$ cat config.mk
export PLATFORM = sky130hd
export DESIGN_NAME = overdrive_driver
export DESIGN_NICKNAME = d
export VERILOG_FILES = /design/src/rtl/overdrive_pkg.sv /design/src/rtl/q_mul_shift.sv /design/src/rtl/overdrive_driver.sv
export SDC_FILE = /design/constraint.sdc
export NUM_CORES = 2
export LEC_CHECK = 0
export CORE_ASPECT_RATIO = 2
export CORE_UTILIZATION = 55
export CTS_CLUSTER_DIAMETER = 50
export CTS_CLUSTER_SIZE = 16
export DETAILED_ROUTE_END_ITERATION = 6
export PLACE_DENSITY = 0.74
export SETUP_SLACK_MARGIN = 0.5
export SLEW_MARGIN = 20
export SYNTH_ARGS = -nofsm -noshare
export SYNTH_HDL_FRONTEND = slang
export SYNTH_SLANG_ARGS = --single-unit
$ cat constraint.sdc
create_clock -name clk -period 7.3 [get_ports clk]
set_clock_uncertainty 0.15 [all_clocks]
set_input_delay 1.095 -clock clk [delete_from_list [all_inputs] [get_ports clk]]
set_output_delay 1.095 -clock clk [all_outputs]
set_load 0.005 [all_outputs]
$ cat src/rtl/overdrive_pkg.sv
// Shared types and constants for the overdrive saturator initiator.
// Contents: FSM state enum, unity gains, Q1.15 saturation limits, gain clamp.
// Used by overdrive_driver and q_mul_shift.
package overdrive_pkg;

   typedef enum logic [2:0] {
      ST_IDLE,
      ST_PREGAIN,
      ST_WAIT,
      ST_POSTGAIN,
      ST_MIX
   } state_t;

   localparam logic [7:0]        DRIVE_UNITY = 8'h10;
   localparam logic [8:0]        GAIN_UNITY  = 9'd256;
   localparam logic signed [15:0] SAT_MAX    = 16'sh7FFF;
   // Symmetric range: -32768 is never produced so the tanh core sees a balanced input.
   localparam logic signed [15:0] SAT_MIN    = -16'sh7FFF;

   function automatic logic [8:0] clamp_gain(input logic [8:0] g);
      return (g > GAIN_UNITY) ? GAIN_UNITY : g;
   endfunction

endpackage

$ cat src/rtl/q_mul_shift.sv
// Signed x unsigned multiply, arithmetic right shift, optional Q1.15 saturation.
// Latency: combinational. Backpressure: none.
// Ports: a_i signed operand, b_i unsigned gain, y_o 16-bit signed result.
module q_mul_shift
   import overdrive_pkg::*;
#(
   parameter int AW    = 16,
   parameter int BW    = 8,
   parameter int SHIFT = 4,
   parameter bit SAT   = 1'b0
) (
   input  logic signed [AW-1:0] a_i,
   input  logic        [BW-1:0] b_i,
   output logic signed [15:0]   y_o
);

   // Signed times zero-extended unsigned never needs more than AW+BW bits.
   localparam int PW = AW + BW;
   localparam logic signed [PW-1:0] HI = PW'(SAT_MAX);
   localparam logic signed [PW-1:0] LO = PW'(SAT_MIN);

   logic signed [PW-1:0] a_ext;
   logic signed [PW-1:0] b_ext;
   logic signed [PW-1:0] prod;
   logic signed [PW-1:0] shifted;

   always_comb begin
      a_ext   = {{BW{a_i[AW-1]}}, a_i};
      b_ext   = {{AW{1'b0}}, b_i};
      prod    = a_ext * b_ext;
      shifted = prod >>> SHIFT;
      if (SAT && (shifted > HI)) begin
         y_o = SAT_MAX;
      end else if (SAT && (shifted < LO)) begin
         y_o = SAT_MIN;
      end else begin
         y_o = 16'(shifted);
      end
   end

endmodule

$ cat src/rtl/overdrive_driver.sv
// Overdrive initiator: drive gain + saturate, tanh core handshake, level gain and dry/wet mix.
// Latency: accept->tanh_din_valid 2 cycles; tanh_dout_valid->sample_out_valid 3 cycles.
// Backpressure: none upstream; one-deep pending slot, overwrite sets sticky overrun.
// Ports: sample_in/_valid in, drive/level/mix controls, clear_flags, tanh_* handshake,
//        sample_out/_valid out, busy, overrun, timeout.
module overdrive_driver
   import overdrive_pkg::*;
#(
   parameter int TIMEOUT_CYCLES = 256,
   parameter int TIMEOUT_W      = 9
) (
   input  logic               clk,
   input  logic               rst_n,
   input  logic        [15:0] sample_in,
   input  logic               sample_in_valid,
   input  logic        [7:0]  drive,
   input  logic        [8:0]  level,
   input  logic        [8:0]  mix,
   input  logic               clear_flags,
   output logic        [15:0] tanh_din,
   output logic               tanh_din_valid,
   input  logic        [15:0] tanh_dout,
   input  logic               tanh_dout_valid,
   output logic        [15:0] sample_out,
   output logic               sample_out_valid,
   output logic               busy,
   output logic               overrun,
   output logic               timeout
);

   localparam int DRIVE_FRAC = $clog2(DRIVE_UNITY);
   localparam int GAIN_FRAC  = $clog2(GAIN_UNITY);
   localparam logic [TIMEOUT_W-1:0] CNT_LAST = TIMEOUT_W'(TIMEOUT_CYCLES - 1);

   state_t                state_q, state_d;
   logic signed [15:0]    dry_q, dry_d;
   logic        [7:0]     drive_q, drive_d;
   logic        [8:0]     level_q, level_d;
   logic        [8:0]     mix_q, mix_d;
   logic                  pend_vld_q, pend_vld_d;
   logic        [15:0]    pend_dat_q, pend_dat_d;
   logic [TIMEOUT_W-1:0]  cnt_q, cnt_d;
   logic signed [15:0]    tanh_res_q, tanh_res_d;
   logic signed [15:0]    wet_q, wet_d;
   logic        [15:0]    tanh_din_q, tanh_din_d;
   logic                  tanh_din_vld_q, tanh_din_vld_d;
   logic        [15:0]    sample_out_q, sample_out_d;
   logic                  sample_out_vld_q, sample_out_vld_d;
   logic                  overrun_q, overrun_d;
   logic                  timeout_q, timeout_d;

   logic signed [15:0]    pre_sat;
   logic signed [15:0]    wet_mul;
   logic        [8:0]     inv_mix;
   logic signed [25:0]    mix_acc;
   logic signed [15:0]    mix_out;
   logic                  take;
   logic        [15:0]    take_dat;
   logic                  ovr_set;
   logic                  to_set;

   q_mul_shift #(.AW(16), .BW(8), .SHIFT(DRIVE_FRAC), .SAT(1'b1)) u_pregain (
      .a_i (dry_q),
      .b_i (drive_q),
      .y_o (pre_sat)
   );

   q_mul_shift #(.AW(16), .BW(9), .SHIFT(GAIN_FRAC), .SAT(1'b0)) u_postgain (
      .a_i (tanh_res_q),
      .b_i (level_q),
      .y_o (wet_mul)
   );

   // Crossfade; mix_q <= 256 so the weighted sum stays inside 25 bits.
   always_comb begin
      inv_mix = GAIN_UNITY - mix_q;
      mix_acc = $signed({{10{wet_q[15]}}, wet_q}) * $signed({17'd0, mix_q})
              + $signed({{10{dry_q[15]}}, dry_q}) * $signed({17'd0, inv_mix});
      mix_out = 16'(mix_acc >>> GAIN_FRAC);
   end

   always_comb begin
      state_d          = state_q;
      dry_d            = dry_q;
      drive_d          = drive_q;
      level_d          = level_q;
      mix_d            = mix_q;
      pend_vld_d       = pend_vld_q;
      pend_dat_d       = pend_dat_q;
      cnt_d            = cnt_q;
      tanh_res_d       = tanh_res_q;
      wet_d            = wet_q;
      tanh_din_d       = tanh_din_q;
      tanh_din_vld_d   = 1'b0;
      sample_out_d     = sample_out_q;
      sample_out_vld_d = 1'b0;
      ovr_set          = 1'b0;
      to_set           = 1'b0;
      // An older pending sample always goes ahead of a fresh one.
      take             = pend_vld_q | sample_in_valid;
      take_dat         = pend_vld_q ? pend_dat_q : sample_in;

      case (state_q)
         ST_IDLE: begin
            if (take) begin
               dry_d   = take_dat;
               drive_d = drive;
               level_d = clamp_gain(level);
               mix_d   = clamp_gain(mix);
               state_d = ST_PREGAIN;
            end
         end
         ST_PREGAIN: begin
            tanh_din_d     = pre_sat;
            tanh_din_vld_d = 1'b1;
            cnt_d          = '0;
            state_d        = ST_WAIT;
         end
         ST_WAIT: begin
            if (tanh_dout_valid) begin
               tanh_res_d = tanh_dout;
               state_d    = ST_POSTGAIN;
            end else if (cnt_q == CNT_LAST) begin
               // Core gave up on: pass the dry sample through so the stream keeps its rate.
               to_set           = 1'b1;
               sample_out_d     = dry_q;
               sample_out_vld_d = 1'b1;
               state_d          = ST_IDLE;
            end else begin
               cnt_d = cnt_q + TIMEOUT_W'(1);
            end
         end
         ST_POSTGAIN: begin
            wet_d   = wet_mul;
            state_d = ST_MIX;
         end
         ST_MIX: begin
            sample_out_d     = mix_out;
            sample_out_vld_d = 1'b1;
            state_d          = ST_IDLE;
         end
         default: state_d = ST_IDLE;
      endcase

      // Pending slot: in IDLE a full slot is drained and simultaneously refilled
      // by a new arrival, which is not an overrun.
      if (sample_in_valid) begin
         if (state_q != ST_IDLE) begin
            pend_vld_d = 1'b1;
            pend_dat_d = sample_in;
            ovr_set    = pend_vld_q;
         end else if (pend_vld_q) begin
            pend_dat_d = sample_in;
         end
      end else if ((state_q == ST_IDLE) && pend_vld_q) begin
         pend_vld_d = 1'b0;
      end

      overrun_d = (overrun_q & ~clear_flags) | ovr_set;
      timeout_d = (timeout_q & ~clear_flags) | to_set;
   end

   always_ff @(posedge clk or negedge rst_n) begin
      if (!rst_n) begin
         state_q          <= ST_IDLE;
         dry_q            <= '0;
         drive_q          <= '0;
         level_q          <= '0;
         mix_q            <= '0;
         pend_vld_q       <= 1'b0;
         pend_dat_q       <= '0;
         cnt_q            <= '0;
         tanh_res_q       <= '0;
         wet_q            <= '0;
         tanh_din_q       <= '0;
         tanh_din_vld_q   <= 1'b0;
         sample_out_q     <= '0;
         sample_out_vld_q <= 1'b0;
         overrun_q        <= 1'b0;
         timeout_q        <= 1'b0;
      end else begin
         state_q          <= state_d;
         dry_q            <= dry_d;
         drive_q          <= drive_d;
         level_q          <= level_d;
         mix_q            <= mix_d;
         pend_vld_q       <= pend_vld_d;
         pend_dat_q       <= pend_dat_d;
         cnt_q            <= cnt_d;
         tanh_res_q       <= tanh_res_d;
         wet_q            <= wet_d;
         tanh_din_q       <= tanh_din_d;
         tanh_din_vld_q   <= tanh_din_vld_d;
         sample_out_q     <= sample_out_d;
         sample_out_vld_q <= sample_out_vld_d;
         overrun_q        <= overrun_d;
         timeout_q        <= timeout_d;
      end
   end

   assign tanh_din         = tanh_din_q;
   assign tanh_din_valid   = tanh_din_vld_q;
   assign sample_out       = sample_out_q;
   assign sample_out_valid = sample_out_vld_q;
   assign busy             = (state_q != ST_IDLE);
   assign overrun          = overrun_q;
   assign timeout          = timeout_q;

endmodule

==> results.tsv <==
metric	value	unit
status	finished clean	
crit_slowest_cell	fa_2	
synth-simple-area-share	16.9	%
initial_core_util	55.9	%
crit_arrival	7280	ps
antenna_found_initial	0	
nFillCells	3654	
syn_avg_cell_area	9.23	um2
endpoint_kind	flop	
clkSinkCount	139	
slowest_delay	560	ps
grt.overflow.total	0	
vias_per_cell	5.56	
regArea	3480	um2
dp_hpwl	55100	um
hold_viol_final	0	
cp_top_family	adder cells	
worst_pin_slew	879	ps
synth_top_family_by_area	adder cells	
dieHeight	304	um
final_max_slew_viol_count	0	
critPathKind	reg2reg	
cap_violations	0	
grt_max_degree	75	
dieArea	46700	um2
holdCritPathClass	reg2reg	
cts-root-buf	clkbuf_16	
worst_slack	256	ps
gp_congestion	1.01	
critPathLaunchType	flop	
drt_pass1_iterations	6	
cts.path.max_buffers	2	
ys_seq_area_share	13.8	%
multi_input_comb_area	19500	um2
cts_tree	yes	
ys_types	70	
grt_pass1_wl	108000	um
clk_pin_slew_worst_paths	70	ps
synthArstFlopShare	100	%
final_nets	3514	
syn-num-nets	3459	
fin_setup_tns	0	ps
finalCritPeriodShare	96.5	%
fin_crit	7040	ps
cts_max_level	4	
drive_gt1_share	8.44	%
clk_latency	470	ps
grt_usage	30.3	%
critPathRequiredTime	7540	ps
dp_slack	32.6	ps
ios	100	
antennaDiodeCount	0	
syn_area	25200	um2
synth_warnings	0	
slew_headroom	41.4	%
hold_buffers	0	
avgRoutedWirePerCell	19.6	um
cpMostUsedCell	fa_1	
cp_max_fo	4	
syn_inst	2727	
via_count	18663	
design.core.area	45000	um2
max_freq	0.142	GHz
synth_edf_count	0	
ys_dominant_reg_cell	dfrtp_1	
drt_iter0_drc	664	
synth_compound_area_share	4.89	%
synth_xor_area_share	3.17	%
yosys-mux-area-fraction	2.80	%
dp.cells	3294	
row_count	110	
die_x	153	um
route.detailed.drc	0	
rsz0062_at_grt	yes	
cp_num_buf_inv	10	
synth_fa_ha_area_share	47.8	%
antenna_left	0	
area_delta_synth_final	11.2	%
grt_pass1_vias	22026	
yosys_register_bits	139	
setup_viol	0	
wirelength	65900	um
port_buffers	99	
cts-buffers-inserted	17	
layout.cells.non_filler	3355	
==> placed cells by master (no fill, tap or decap), types with 5 or more instances in the layout <==
cell type / Yosys / final
inv_1: 569 / 561
fa_1: 485 / 484
nand2_1: 390 / 385
and2_1: 276 / 274
ha_1: 184 / 173
dfrtp_1: 139 / 135
clkdlybuf4s50_1: 0 / 98
buf_4: 2 / 65
o21ai_0: 74 / 63
xnor2_1: 62 / 55
nor2_1: 56 / 51
mux2_2: 36 / 36
mux2i_1: 30 / 30
a21oi_1: 33 / 28
xor2_1: 29 / 26
nand3b_1: 22 / 22
nand3_1: 22 / 21
nor2b_1: 20 / 20
o21ai_1: 12 / 17
clkbuf_16: 0 / 17
nor3_1: 18 / 13
buf_6: 1 / 13
nand4_1: 10 / 10
ha_4: 0 / 10
inv_2: 0 / 8
nand2b_1: 9 / 8
a21o_1: 8 / 8
o21a_1: 8 / 8
inv_6: 0 / 8
or3_1: 8 / 7
a21oi_2: 3 / 7
and3_1: 6 / 6
o21ai_2: 1 / 6
xnor2_2: 0 / 5
o211ai_1: 5 / 5
==> logic make-up after synthesis <==
logic type | Yosys count
xor+xnor | 91
buf+inv | 710
flops | 139
compound gates | 195
fa+ha+maj | 670
mux | 66
simple gates | 856
==> metal layers <==
| layer | global-route usage, % | up-vias | part of all wire (%) |
|---|---|---|---|
| met2 | 61.7 | 563 | 59 |
| li1 | - | 8266 | - |
| met1 | 25.1 | 9516 | 29 |
| met3 | 3.94 | 318 | 3.4 |
| met4 | 23.7 | 0 | 8.4 |
| met5 | 0 | - | 0 |
==> synthesized netlist by cell type (3+ instances only) <==
cell	number	area, um2
inv_1	569	2140
fa_1	485	9710
nand2_1	390	1460
and2_1	276	1730
ha_1	184	2300
dfrtp_1	139	3480
clkbuf_1	131	492
o21ai_0	74	370
xnor2_1	62	543
nor2_1	56	210
mux2_2	36	405
a21oi_1	33	165
mux2i_1	30	300
xor2_1	29	254
nand3_1	22	110
nand3b_1	22	165
nor2b_1	20	125
nor3_1	18	90.1
o21ai_1	12	60.1
nand4_1	10	62.6
nand2b_1	9	56.3
a21o_1	8	60.1
o21a_1	8	60.1
or3_1	8	50.1
and3_1	6	37.5
buf_1	5	18.8
o211ai_1	5	37.5
o21bai_1	5	37.5
a211oi_1	4	30.0
a31oi_1	4	25.0
o2111ai_1	4	35.0
or2_2	4	25.0
a21oi_2	3	26.3
a22oi_1	3	22.5
nor3b_1	3	22.5
o31ai_1	3	22.5
or4_1	3	22.5
==> path summary, 6_finish.rpt <==
kind | start | end | slack, ps | depth (start not counted)
max | mix_q[2] | sample_out[12] | 260 | 30
max reg2reg | mix_q[2] | sample_out[12] | 260 | 30
min in group asynchronous | rst_n | dry_q[6] | 510 | 1
min | tanh_din[1] | tanh_din[1] | 350 | 2
min reg2reg | tanh_din[1] | tanh_din[1] | 350 | 2
max in group asynchronous | rst_n | cnt_q[7] | 5120 | 2
==> state kept, by name (all words and copies together), names as in the netlist <==
name	cells
pend_vld_q	1
state_q	3
tanh_din_valid	1
tanh_res_q	16
timeout	1
tanh_din	16
pend_dat_q	16
dry_q	16
mix_q	9
cnt_q	9
sample_out	16
overrun	1
sample_out_valid	1
level_q	9
drive_q	8
wet_q	16
==> tightest hold or removal path: cells and delay by family (launching register included) <==
family | cells | cell delay, ps
compound gates | 1 | 60
flops | 1 | 350
simple gates | 1 | 50
==> metrics by stage <==
stage	hold slack [ps]	area [um2]	utilization [%]
CTS	354	27900	62.0
global route	369	28000	62.2
detailed placement	339	26800	59.6
finish	347	28000	62.2
global placement	324	26800	59.6
floorplan	323	25300	-
==> layout make-up <==
cell class                 instances  area share [%]
clock inverter                    15           0.456
clock buffer                      17            1.52
sequential                       139            12.4
inverter                         569            7.63
multi-input combinational       1878            69.6
timing repair buffer             177            5.84
tap                              560            2.50
==> repair_timing <==
item,4_1_cts,5_1_grt
gates resized for setup,71,22
buffers inserted,25,4
pin swaps,37,19
endpoints found under the setup margin,10,26
Power is not shown: default switching activity piles up to over one toggle a cycle in this logic, so the estimate is an artifact.
